File: src/rtl/gf_pkg.sv
// Shared types, constants and helpers for the GF(2^M) multiply scheduler.
package gf_pkg;

  // Widest field the generic helpers support.
  localparam int unsigned MaxM = 16;

  // x^3 + x + 1, the default primitive polynomial for GF(8).
  localparam logic [3:0] DefPoly = 4'b1011;

  // Scheduler states.
  typedef logic [1:0] state_t;
  localparam state_t StIdle = 2'd0;
  localparam state_t StMul  = 2'd1;
  localparam state_t StDone = 2'd2;

  // Multiply a field element by x and reduce; only the low m bits of p and poly are used.
  function automatic logic [MaxM-1:0] xtime(input logic [MaxM-1:0] p,
                                            input logic [MaxM-1:0] poly,
                                            input int unsigned     m);
    logic [MaxM-1:0] mask;
    logic [MaxM-1:0] r;
    mask = (MaxM'(1) << m) - MaxM'(1);
    r    = (p << 1) & mask;
    if (((p >> (m - 1)) & MaxM'(1)) != '0) begin
      r = r ^ (poly & mask);
    end
    return r;
  endfunction

endpackage

File: src/rtl/gf_mul_step.sv
// One MSB-first iteration of a bit-serial GF(2^M) multiply: p_next = p*x + (b_bit ? a : 0).
module gf_mul_step
  import gf_pkg::*;
#(
  parameter int unsigned M    = 3,
  parameter logic [M:0]  POLY = (M + 1)'(DefPoly)
) (
  input  logic [M-1:0] p_i,
  input  logic [M-1:0] a_i,
  input  logic         b_bit_i,
  output logic [M-1:0] p_next_o
);

  logic [MaxM-1:0] xt;

  // Shift-and-reduce, then conditionally add the multiplicand.
  always_comb begin
    xt       = xtime(MaxM'(p_i), MaxM'(POLY), M);
    p_next_o = xt[M-1:0] ^ (b_bit_i ? a_i : '0);
  end

  // Upper bits of the generic helper result are always zero for this field width.
  if (M < MaxM) begin : g_unused
    logic unused_xt;
    assign unused_xt = ^xt[MaxM-1:M];
  end

endmodule

File: src/rtl/gf_mul_sched.sv
// Round-robin scheduler sharing one bit-serial GF(2^M) multiplier between NREQ requesters.
module gf_mul_sched
  import gf_pkg::*;
#(
  parameter int unsigned M    = 3,
  parameter int unsigned NREQ = 2,
  parameter logic [M:0]  POLY = (M + 1)'(DefPoly),
  parameter int unsigned IDW  = (NREQ > 1) ? $clog2(NREQ) : 1
) (
  input  logic              clk,
  input  logic              rst_n,
  input  logic [NREQ-1:0]   req_valid,
  output logic [NREQ-1:0]   req_ready,
  input  logic [NREQ*M-1:0] req_a,
  input  logic [NREQ*M-1:0] req_b,
  output logic              out_valid,
  input  logic              out_ready,
  output logic [M-1:0]      out_p,
  output logic [IDW-1:0]    out_id,
  output logic              busy
);

  localparam int unsigned KW = (M > 1) ? $clog2(M) : 1;

  state_t         state_q, state_d;
  logic [IDW-1:0] rr_ptr_q, rr_ptr_d;
  logic [IDW-1:0] id_q, id_d;
  logic [M-1:0]   a_q, a_d;
  logic [M-1:0]   b_q, b_d;
  logic [M-1:0]   p_q, p_d;
  logic [KW-1:0]  k_q, k_d;

  logic           grant_found;
  logic [IDW-1:0] grant_idx;
  logic [IDW-1:0] rr_next;
  logic [M-1:0]   a_sel;
  logic [M-1:0]   b_sel;
  logic [M-1:0]   p_step;

  // Circular priority search starting at the round-robin pointer.
  always_comb begin
    int unsigned     cand;
    logic [NREQ-1:0] shifted;
    grant_found = 1'b0;
    grant_idx   = '0;
    cand        = 0;
    shifted     = '0;
    for (int unsigned i = 0; i < NREQ; i++) begin
      cand    = (32'(rr_ptr_q) + i) % NREQ;
      shifted = req_valid >> cand;
      if (!grant_found && shifted[0]) begin
        grant_found = 1'b1;
        grant_idx   = IDW'(cand);
      end
    end
  end

  // Operand selection for the granted requester and the pointer value after a grant.
  always_comb begin
    a_sel   = M'(req_a >> (32'(grant_idx) * M));
    b_sel   = M'(req_b >> (32'(grant_idx) * M));
    rr_next = IDW'((32'(grant_idx) + 32'd1) % NREQ);
  end

  // One-hot accept, only in IDLE and never while reset is asserted.
  always_comb begin
    req_ready = '0;
    if (rst_n && (state_q == StIdle) && grant_found) begin
      req_ready = NREQ'(1) << grant_idx;
    end
  end

  // b is consumed MSB-first by shifting it left each iteration.
  gf_mul_step #(
    .M    (M),
    .POLY (POLY)
  ) u_step (
    .p_i      (p_q),
    .a_i      (a_q),
    .b_bit_i  (b_q[M-1]),
    .p_next_o (p_step)
  );

  // Next-state and datapath updates.
  always_comb begin
    state_d  = state_q;
    rr_ptr_d = rr_ptr_q;
    id_d     = id_q;
    a_d      = a_q;
    b_d      = b_q;
    p_d      = p_q;
    k_d      = k_q;
    unique case (state_q)
      StIdle: begin
        if (grant_found) begin
          a_d      = a_sel;
          b_d      = b_sel;
          id_d     = grant_idx;
          rr_ptr_d = rr_next;
          p_d      = '0;
          k_d      = '0;
          // A zero operand makes the product zero; skip the iterations.
          state_d  = ((a_sel == '0) || (b_sel == '0)) ? StDone : StMul;
        end
      end
      StMul: begin
        p_d = p_step;
        b_d = b_q << 1;
        k_d = k_q + KW'(1);
        if (k_q == KW'(M - 1)) begin
          state_d = StDone;
        end
      end
      StDone: begin
        if (out_ready) begin
          state_d = StIdle;
        end
      end
      default: state_d = StIdle;
    endcase
  end

  // State registers with synchronous active-low reset.
  always_ff @(posedge clk) begin
    if (!rst_n) begin
      state_q  <= StIdle;
      rr_ptr_q <= '0;
      id_q     <= '0;
      a_q      <= '0;
      b_q      <= '0;
      p_q      <= '0;
      k_q      <= '0;
    end else begin
      state_q  <= state_d;
      rr_ptr_q <= rr_ptr_d;
      id_q     <= id_d;
      a_q      <= a_d;
      b_q      <= b_d;
      p_q      <= p_d;
      k_q      <= k_d;
    end
  end

  // Result port is a direct view of the held product and tag.
  always_comb begin
    out_valid = (state_q == StDone);
    out_p     = p_q;
    out_id    = id_q;
    busy      = (state_q != StIdle);
  end

endmodule

File: config.mk
export PLATFORM = sky130hd
export DESIGN_NAME = gf_mul_sched
export DESIGN_NICKNAME = d
export VERILOG_FILES = /design/src/rtl/gf_pkg.sv /design/src/rtl/gf_mul_step.sv /design/src/rtl/gf_mul_sched.sv
export SDC_FILE = /design/constraint.sdc
export NUM_CORES = 1
export LEC_CHECK = 0
export CORE_UTILIZATION = 45
export CTS_CLUSTER_DIAMETER = 80
export CTS_CLUSTER_SIZE = 20
export DETAILED_ROUTE_END_ITERATION = 16
export MAX_ROUTING_LAYER = met4
export PLACE_DENSITY = 0.77
export SYNTH_ARGS = -nofsm -noshare
export SYNTH_HDL_FRONTEND = slang
export SYNTH_SLANG_ARGS = --single-unit
File: constraint.sdc
create_clock -name clk -period 2.9 [get_ports clk]
set_input_delay 0.87 -clock clk [delete_from_list [all_inputs] [get_ports clk]]
set_output_delay 0.87 -clock clk [all_outputs]
set_load 0.005 [all_outputs]
; ---- Word level (Yosys, flattened, before mapping)
; Index checks and enable logic that the tools add are counted.
[classes]
eq_ne = 6
n_mul = 1
bitwise = 2
n_reduce_logical = 13
n_mux = 18
add_sub_neg = 3
shifts = 5
[ops]
columns = op, n
row1 = $mux W2, 7
row2 = $pmux W3 S2, 2
row3 = $shr A6 B3 Y3, 2
row4 = $mux W3, 3
row5 = $logic_not A3 Y1, 2
row6 = $pmux W2 S3, 1
row7 = $eq A2 B2 Y1 const B, 2
row8 = $mux W1, 4
row9 = $ne A2 B2 Y1 const B, 2
row10 = $pmux W2 S2, 1
row11 = $reduce_and A2 Y1, 2
row12 = $reduce_bool A2 Y1, 2
row13 = $shr A2 B1 Y1, 2
row14 = $logic_and A1 B1 Y1, 3
row15 = $mul A1 B2 Y3 const B, 1
row16 = $reduce_and A3 Y1, 1
row17 = $xor A3 B3 Y3, 1
row18 = $add A1 B1 Y1 const B, 2
row19 = $add A2 B1 Y2 const B, 1
row20 = $eq A2 B1 Y1 const B, 1
row21 = $logic_not A2 Y1, 1
row22 = $ne A2 B1 Y1 const B, 1
row23 = $not A2 Y2, 1
row24 = $shl A1 B1 Y2 const A, 1
row25 = 2 further kinds, 2
[word_totals]
ff_bits = 15
in_bits = 17
word_cells = 55
output_inout_bits = 8

; ---- Longest topological paths before layout
; Gate-level depths: netlist of the first run.
[depth]
depth_word = 12
mapped_depth = 6

; ---- By module
; A second synthesis of the first run with hierarchy kept.
[hier_totals]
hier_cells = 101
hier_area_um2 = 809.5
[modules_own_cells]
columns = mod, instances, seq_area_each_um2, area_each_um2, cells_per_inst
row1 = gf_mul_sched, 1, 300.3, 763.2, 94
row2 = gf_mul_step, 1, 0.0, 46.3, 7

; ---- Worst setup path before layout of the first run
; Ideal clock, no wire load.
[synth_timing]
kind = input-to-output
startpoint = input req_valid[1]
endpoint = output req_ready[0]
required_ps = 2030
stages = 3
arrival_ps = 1359
n_path_buf = 1
path_slack_ps = 671
cell_sequence = o21a_1 > buf_4 > and3_1
[synth_via]
elab_chain_len = 7
word_cells_on_any_way = 11
classes_between = shift: 3 / mux: 5 / reduce/logical: 3
[synth_rtl]
columns = item, line
row1 = start: declaration, gf_mul_sched.sv:12  ; input logic [NREQ-1:0] req_valid,
row2 = $shr A2 B1 Y1, gf_mul_sched.sv:50  ; shifted = req_valid >> cand;
row3 = $mux W1, gf_mul_sched.sv:51  ; if (!grant_found && shifted[0]) begin
row4 = $logic_not A1 Y1, gf_mul_sched.sv:51
row5 = $logic_and A1 B1 Y1, gf_mul_sched.sv:51
row6 = $mux W1, gf_mul_sched.sv:51
row7 = $shl A1 B1 Y2 or $logic_and A1 B1 Y1 (tied branches), "gf_mul_sched.sv:69, gf_mul_sched.sv:68"
row8 = $mux W2 *, gf_mul_sched.sv:68  ; if (rst_n && (state_q == StIdle) && grant_found) begin
row9 = end: declaration, gf_mul_sched.sv:13  ; output logic [NREQ-1:0] req_ready,
; Mark *: on every way between the ends. The rest lies on a longest branch, timed or not.

; ---- Final worst setup path of the first run
[layout_timing]
startpoint = input req_valid[1]
endpoint = output req_ready[1]
; The elaborated chain is that of the path after synthesis.

==> results of run 1 <==
-- area by class of cell --
class / count / share of cell area (%)
tap: 25 / 2.69
multi-input combinational: 79 / 41.9
inverter: 4 / 1.29
sequential: 15 / 25.8
clock buffer: 4 / 2.26
timing repair buffer: 33 / 26.0
-- kinds of logic after synthesis --
kind of cell | share of synthesized area (%)
buffers and inverters | 6.62
adders and majority gates | 1.50
and+or+nand+nor | 27.4
muxes | 1.20
AOI/OAI and AO/OA | 23.0
DFF | 36.1
xor gates and xnor gates | 4.21
-- final timing paths --
path | start | to
setup / recovery | req_valid[1] | req_ready[1]
hold / removal | b_q[0] | b_q[0]
setup reg to reg | state_q[0] | k_q[1]
hold reg to reg | b_q[0] | b_q[0]
-- power breakdown --
group,internal (mW),switching (mW)
Combinational,0.130,0.114
Sequential,0.237,0.0260
Clock,0.0535,0.0649
Total,0.421,0.204
-- timing repair --
action / CTS / global route
pin swaps: 2 / 0
endpoints found under the setup margin: 2 / 2
hold buffers: 0 / 0
resized for setup: 3 / 5
-- layer usage --
metal / GRT usage, % / up-vias / routed length, microns / share of wire [%]
met5: - / - / 0 / 0
met4: 10.3 / 0 / 28 / 1.4
met3: 4.00 / 4 / 83 / 4.1
met2: 38.3 / 25 / 979 / 49
met1: 30.2 / 372 / 916 / 46
li1: - / 427 / - / -
-- sequential cells by signal, summed over array words and instances, names as in the netlist --
| register | cells |
|---|---|
| a_q | 3 |
| b_q | 3 |
| out_p | 3 |
| k_q | 2 |
| state_q | 2 |
| out_id | 1 |
| rr_ptr_q | 1 |
-- placed cells by master, fill, tap and decap left out, drive strengths merged --
cell / Yosys / routed
and3: 6 / 6
dlygate4sd2: 0 / 2
clkbuf: 1 / 5
nor2: 12 / 12
nor2b: 3 / 3
nand3: 3 / 3
xnor2: 3 / 3
inv: 4 / 4
a22oi: 6 / 6
a311oi: 3 / 3
a2bb2oi: 1 / 1
o21a: 1 / 1
mux2i: 1 / 1
xor2: 1 / 1
nand2b: 2 / 2
ha: 1 / 1
dfxtp: 15 / 15
a21oi: 8 / 8
nor3: 6 / 6
o21ai: 5 / 5
buf: 5 / 9
a21o: 1 / 1
o31a: 1 / 1
a21boi: 3 / 3
and2: 1 / 1
nand2: 9 / 9
dlymetal6s2s: 0 / 1
or2: 1 / 1
and2b: 1 / 1
clkdlybuf4s50: 0 / 20
-- through the flow --
step	power, mW	utilization [%]	hold slack [ns]	TNS (ns)	setup slack (ns)
after floorplan	0.417	-	0.432	0	0.671
after global placement	0.499	65.5	0.439	-0.376	-0.210
after detailed placement	0.506	65.5	0.446	-0.430	-0.239
after CTS	0.623	66.8	0.457	-0.00225	-0.00225
after global routing	0.671	67.3	0.483	0	0.0463
final	0.625	67.3	0.452	0	0.0837
-- critical path, delay by kind of cell --
| family | cells | cell delay (ns) |
|---|---|---|
| AND/OR/NAND/NOR | 2 | 0.32 |
| buffers and inverters | 2 | 0.75 |
==> summary.txt, run 1 <==
Place
  • HPWL Detailed: 1510 microns
  • Buffers on Ports: 24
  • Routability cong.: 0.796
  • Placed instance count: 156
  • Placement Cell Area: 1130 sq um

Layout
  • Register area: 300 sq um
  • Share of cells above drive strength 1: 12.6%
  • Cell area after layout: 1160 sq um
  • Fill count: 158
  • Layout area overhead: 39.7%
  • Fin cells: 160
  • Multi-input logic area: 487 sq um
  • Nets: 154
  • ANT cells: 0

Floorplanning
  • Core ar.: 1730 sq um
  • Die width: 45 microns
  • Die Y-Extent: 45 microns
  • Die Area: 2030 sq um
  • Initial Utilization: 48.2%
  • Row count: 15
  • # IOs: 25

CTS
  • Htree depth: 1
  • Clk buf depth: 2
  • Post CTS Setup Buffer Count: 0
  • Worst skew pair latency: 0.28 ns
  • Clock buffer count from CTS: 3
  • Reg clk slew, reported paths: 0.08 ns
  • CTS sink cnt: 15
  • Root Driver: clkbuf_4
  • Clock tree from TritonCTS: done

Timing
  • Endpoints failing hold: 0
  • Final setup fails: 0
  • Max Clock Freq: 0.355 GHz
  • Max-slew violations: 0
  • Relative slew slack: 62.4%
  • Worst-Margin Slew: 0.563 ns
  • Final Critical Period: 2.82 ns
  • Clock Skews: 0.00164 ns
  • RSZ-0062 raised after global routing: no
  • Final period utilization: 97.1%

Status
  • Run status: completed

Global routing
  • Gr usage total: 24.1%
  • Largest net degree at the start of global routing: 14
  • Total congestion overflow: 0
  • Global-route wire length before repair: 3440 microns
  • Via count of the first global-routing pass: 797
  • Initial antenna violation count: 0

Power
  • Pwr Density: 538 nW/um^2
  • Worst VDD drop: 0.293 mV
  • Lkg Pwr: 0.500 nW

Drt
  • Vias: 828
  • Detail Route Antenna Nets: 0
  • Drt via density: 5.18
  • DR DRC count: 0
  • DRT iter0 DRCs: 19
  • Routed wire per std cell: 12.5 microns
  • Drt total wl: 2010 microns
  • Router iterations before antenna repair: 6

Setup path
  • Startpoint Class: input pin
  • Crit path required time: 2.03 ns
  • Worst setup EP type: output port
  • Worst r2r path cells: 4
  • Critical path, cell by cell: dlygate4sd2_1 > and3_4 > and2_1 > clkdlybuf4s50_1
  • Crit-path slowest cell: clkdlybuf4s50_1
  • Crit Path Max Fanout: 4
  • Kind of critical path: in2out
  • CP max stage delay: 0.50 ns
  • R2r setup slk: 1.52 ns
  • Critical path data arrival time: 1.95 ns

Synth
  • Syn Nets: 122
  • Commonest cells post-synth: 15 x dfxtp_1, 11 x nor2_1, 9 x nand2_1, 8 x a21oi_1
  • Post-synth EDFFs: 0
  • Most instantiated library cell after synthesis: dfxtp_1
  • Ys async rst share: 0%
  • Post-synthesis sequential area ratio: 36.1%
  • Yosys top cell area share: 36.1%
  • Netlist cell types: 32
  • Avg Cell Area, Syn: 8.00 sq um
  • Top cell type by total area after synthesis: dfxtp_1
  • Mapped Area: 832 sq um
  • Cells after Synth: 104
  • Synth area leaders: dfxtp_1 36%, a22oi_1 5.4%, nor2_1 5.0%
  • Main synth FF type: dfxtp_1
  • FF+latch count, synth: 15
  • Yosys warns: 0

Hold path
  • Worst min path class: reg2reg
  • Hold path depth: 2

Run
  • Max cap viols: 0
(Power assumes the default switching activity.)
==> run 2: changes to the inputs <==
--- a/config.mk
+++ b/config.mk
@@ -6,6 +6,7 @@
 export NUM_CORES = 1
 export LEC_CHECK = 0
 export CORE_UTILIZATION = 45
+export CTS_BUF_LIST = sky130_fd_sc_hd__clkbuf_4 sky130_fd_sc_hd__clkbuf_8 sky130_fd_sc_hd__clkbuf_16
 export CTS_CLUSTER_DIAMETER = 80
 export CTS_CLUSTER_SIZE = 20
 export DETAILED_ROUTE_END_ITERATION = 16
==> summary.txt, run 2 (synthesis results as in run 1) <==
Layout
  • Most frequent cells in the layout: 20 x clkdlybuf4s50_1, 15 x dfxtp_1, 11 x nor2_1
  • Layout area overhead: 40.2%
  • Register area: 300 sq um
  • ANT cells: 0
  • Leading cell type in the layout, fill and taps excluded: clkdlybuf4s50_1
  • Fill count: 157
  • Share of cells above drive strength 1: 13.3%
  • Nets: 154
  • Final core utilization: 67.5%
  • Multi-input logic area: 487 sq um

Setup path
  • CP max stage delay: 0.50 ns
  • Crit Path Max Fanout: 4
  • Startpoint Class: input pin
  • Critical path data arrival time: 1.95 ns
  • Crit-path slowest cell: clkdlybuf4s50_1
  • Worst Path Buf+Inv: 2
  • Kind of critical path: in2out
  • Family with the most delay on the worst path: buffers and inverters
  • Worst r2r path cells: 4
  • Crit path depth: 4
  • Crit path required time: 2.03 ns
  • Worst setup EP type: output port
  • Critical path, cell by cell: dlygate4sd2_1 > and3_4 > and2_1 > clkdlybuf4s50_1

Timing
  • Clock Skews: 0.00329 ns
  • Slack of the critical path: 0.0837 ns
  • Max Clock Freq: 0.355 GHz
  • Final setup fails: 0
  • Relative slew slack: 62.8%
  • Final period utilization: 97.1%
  • Endpoints failing hold: 0
  • Max-slew violations: 0
  • Final Critical Period: 2.82 ns
  • Setup TNS: 0 ns
  • Worst-Margin Slew: 0.557 ns
  • RSZ-0062 raised after global routing: no

Drt
  • DRT iter0 DRCs: 14
  • DR DRC count: 0
  • Detail Route Antenna Nets: 0
  • WL met3: 71 microns
  • Router iterations before antenna repair: 4
  • Drt total wl: 1980 microns
  • Met2 routed WL: 953 microns
  • Vias: 814
  • DRT met1 WL: 939 microns
  • Highest routing layer actually used: met4
  • Drt via density: 5.09
  • Routed wire per std cell: 12.4 microns

Place
  • Routability cong.: 0.796
  • HPWL Detailed: 1510 microns
  • Buffers on Ports: 24
  • Pre-CTS WS: -0.239 ns

Status
  • Run status: completed

Floorplanning
  • Core ar.: 1730 sq um
  • Row count: 15
  • # IOs: 25
  • Die width: 45 microns
  • Die Area: 2030 sq um
  • Initial Utilization: 48.2%
  • Die Y-Extent: 45 microns

Global routing
  • Total congestion overflow: 0
  • Global-route wire length before repair: 3390 microns
  • Via count of the first global-routing pass: 786
  • Gr usage total: 23.8%
  • Largest net degree at the start of global routing: 14
  • Initial antenna violation count: 0

CTS
  • Reg clk slew, reported paths: 0.08 ns
  • Worst skew pair latency: 0.28 ns
  • Post CTS Setup Buffer Count: 0
  • Clock buffer count from CTS: 3
  • Htree depth: 1
  • CTS sink cnt: 15
  • Clk buf depth: 2
  • Root Driver: clkbuf_4
  • Clock tree from TritonCTS: done

Run
  • Max cap viols: 0

Power
  • Worst VDD drop: 0.293 mV
  • Pwr Density: 542 nW/um^2
  • Lkg Pwr: 0.503 nW

Hold path
  • Worst min path class: reg2reg
  • Hold path depth: 2
-- run 2: cell types whose count changed in the layout (fill, tap and decap cells not counted) --
cell | before | now
clkbuf_4 | 3 | 4
clkbuf_1 | 1 | 0
-- run 2: per-layer routing --
layer  vias to the layer above  global-route usage (%)
met2                        23                    37.1
met1                       363                    30.2
met5                         -                       -
met3                         2                    4.00
li1                        426                       -
met4                         0                    10.3
-- run 2: where the power goes --
group | total [mW] | internal [mW] | switching (mW)
registers | 0.262 | 0.237 | 0.0257
clock network | 0.127 | 0.0627 | 0.0640
logic | 0.243 | 0.130 | 0.112
total | 0.632 | 0.430 | 0.202
-- run 2: final timing paths --
path	slack (ns)	end	start
setup reg to reg	1.53	k_q[1]	state_q[0]
hold / removal	0.45	b_q[0]	b_q[0]
hold reg to reg	0.45	b_q[0]	b_q[0]
setup / recovery	0.08	req_ready[1]	req_valid[1]
-- run 2: per-stage QoR --
| step | power, mW | instance area, sq um | hold slack, ns | std cells |
|---|---|---|---|---|
| final | 0.632 | 1170 | 0.452 | 160 |
| after global routing | 0.680 | 1170 | 0.483 | 160 |
| after CTS | 0.632 | 1160 | 0.457 | 160 |
| after detailed placement | 0.506 | 1130 | 0.446 | 156 |
| after global placement | 0.499 | 1130 | 0.439 | 156 |
| after floorplan | 0.417 | 832 | 0.432 | 104 |
-- run 2: timing repair --
action	in CTS	in global routing
hold endpoints to repair	0	0
pin swaps	2	0
gates resized for setup	3	5
hold buffers	0	0
setup endpoints to repair	2	2
-- run 2: final cells by class --
| class | instances | area share [%] |
|---|---|---|
| repair buffers | 33 | 26.0 |
| flip-flops and latches | 15 | 25.8 |
| inverters | 4 | 1.29 |
| multi-input cells | 79 | 41.7 |
| clock buffers | 4 | 2.58 |
| well taps | 25 | 2.68 |
-- run 2: worst reg2reg max path, stage by stage, from the launching register on --
cell and delay, ns:
dfxtp_1 0.46, nor2b_1 0.51, nor2b_1 0.21, a21oi_1 0.05
nor2_1 0.09
==> run 3: changes to the inputs <==
--- a/config.mk
+++ b/config.mk
@@ -5,6 +5,7 @@
 export SDC_FILE = /design/constraint.sdc
 export NUM_CORES = 1
 export LEC_CHECK = 0
+export CORE_MARGIN = 3
 export CORE_UTILIZATION = 45
 export CTS_BUF_LIST = sky130_fd_sc_hd__clkbuf_4 sky130_fd_sc_hd__clkbuf_8 sky130_fd_sc_hd__clkbuf_16
 export CTS_CLUSTER_DIAMETER = 80
==> summary.txt, run 3 (synthesis results as in run 1) <==
Status
  • Run status: completed

CTS
  • Cts hold-fix bufs: 0
  • Clock tree from TritonCTS: done
  • Root Driver: clkbuf_4
  • Clk buf depth: 2
  • Worst skew pair latency: 0.27 ns
  • Clock buffer count from CTS: 3
  • Htree depth: 1
  • CTS sink cnt: 15
  • Reg clk slew, reported paths: 0.08 ns

Floorplanning
  • Die Y-Extent: 49 microns
  • # IOs: 25
  • Row count: 14
  • Core ar.: 1630 sq um
  • Die Area: 2400 sq um
  • Die width: 49 microns
  • Initial Utilization: 51.1%

Timing
  • Max-slew violations: 0
  • Max Clock Freq: 0.359 GHz
  • Final period utilization: 96.0%
  • Relative slew slack: 68.7%
  • WHS: 0.470 ns
  • Clock Skews: 0.00279 ns
  • Final setup fails: 0
  • Endpoints failing hold: 0
  • Final Critical Period: 2.78 ns
  • Setup TNS: 0 ns
  • Worst-Margin Slew: 0.469 ns
  • RSZ-0062 raised after global routing: no
  • Slack of the critical path: 0.115 ns

Place
  • Buffers on Ports: 24
  • Pre-CTS WS: -0.218 ns
  • Placement Cell Area: 1140 sq um
  • Routability cong.: 0.848
  • HPWL Detailed: 1510 microns

Drt
  • Drt total wl: 1910 microns
  • Detail Route Antenna Nets: 0
  • Router iterations before antenna repair: 4
  • Routed wire per std cell: 11.9 microns
  • DR DRC count: 0
  • Vias: 836
  • DRT iter0 DRCs: 6
  • Drt via density: 5.19

Setup path
  • Kind of critical path: in2out
  • Critical path, cell by cell: dlygate4sd2_1 > and3_1 > and2_1 > clkdlybuf4s50_1
  • Crit Path Max Fanout: 4
  • Crit path required time: 2.03 ns
  • Worst Path Buf+Inv: 2
  • Worst setup EP type: output port
  • Critical path data arrival time: 1.91 ns
  • Crit-path slowest cell: clkdlybuf4s50_1
  • Family with the most delay on the worst path: buffers and inverters
  • Startpoint Class: input pin
  • CP max stage delay: 0.49 ns

Power
  • Total power: 0.632 mW
  • Worst VDD drop: 0.317 mV
  • Pwr Density: 536 nW/um^2
  • Lkg Pwr: 0.522 nW

Layout
  • Most frequent cells in the layout: 20 x clkdlybuf4s50_1, 15 x dfxtp_1, 11 x nor2_1, 11 x buf_4, 9 x nand2_1
  • Fill count: 136
  • Register area: 300 sq um
  • Layout area overhead: 41.7%
  • Cell area after layout: 1180 sq um
  • ANT cells: 0
  • Share of cells above drive strength 1: 13.9%
  • Leading cell type in the layout, fill and taps excluded: clkdlybuf4s50_1
  • Multi-input logic area: 482 sq um
  • Nets: 156

Run
  • Max cap viols: 0

Global routing
  • Largest net degree at the start of global routing: 14
  • Via count of the first global-routing pass: 786
  • Global-route wire length before repair: 3320 microns
  • Gr usage total: 17.8%
  • Initial antenna violation count: 0
  • Total congestion overflow: 0

Hold path
  • Worst min path class: reg2reg
==> run 3: cell types whose count changed in the layout (fill, tap and decap cells not counted) <==
cell and delta:
dlygate4sd2_1 -1, buf_4 +2, and3_4 -1, and3_1 +1
dlymetal6s2s_1 +1
==> run 3: worst reg2reg max path: cells and delay by family (launching register included) <==
kind                   cells  cell delay [ns]
AOI/OAI and AO/OA          2             0.39
DFF                        1             0.39
and+or+nand+nor            2             0.25
buffers and inverters      2             0.25
==> run 3: final timing paths <==
check | start | endpoint | slack (ns) | cells after the start
hold / removal | b_q[0] | b_q[0] | 0.47 | 2
hold reg to reg | b_q[0] | b_q[0] | 0.47 | 2
setup reg to reg | state_q[1] | a_q[1] | 1.54 | 6
setup / recovery | req_valid[1] | req_ready[1] | 0.12 | 4
==> run 3: final cells by class <==
class	count	share of cell area (%)
Multi-Input combinational cell	79	40.9
Timing Repair Buffer	35	27.3
Sequential cell	15	25.5
Clock buffer	4	2.55
Tap cell	24	2.55
Inverter	4	1.27
==> run 3: through the flow <==
step,util (%),std cells
after floorplan,-,104
after global placement,69.8,156
after detailed placement,69.8,156
after CTS,72.0,161
after global routing,72.4,161
final,72.4,161
==> run 3: report_power, final <==
group          leakage (nW)  switching (mW)  internal, mW  total, mW
Combinational         0.380           0.111         0.134      0.245
Clock                0.0184          0.0623        0.0626      0.125
Sequential            0.123          0.0255         0.237      0.262
Total                 0.522           0.199         0.434      0.632
==> run 3: metal layers <==
metal	GRT usage (%)	vias to the layer above	share of wire [%]
met3	4.89	2	6.3
li1	-	433	-
met1	21.8	371	47
met4	5.21	0	0.42
met2	28.3	30	46
met5	-	-	0
==> run 3: what timing repair did <==
item | CTS | global route
endpoints found under the setup margin | 2 | 2
resized for setup | 2 | 5
pin swaps | 1 | 0
buffers inserted | 1 | 0
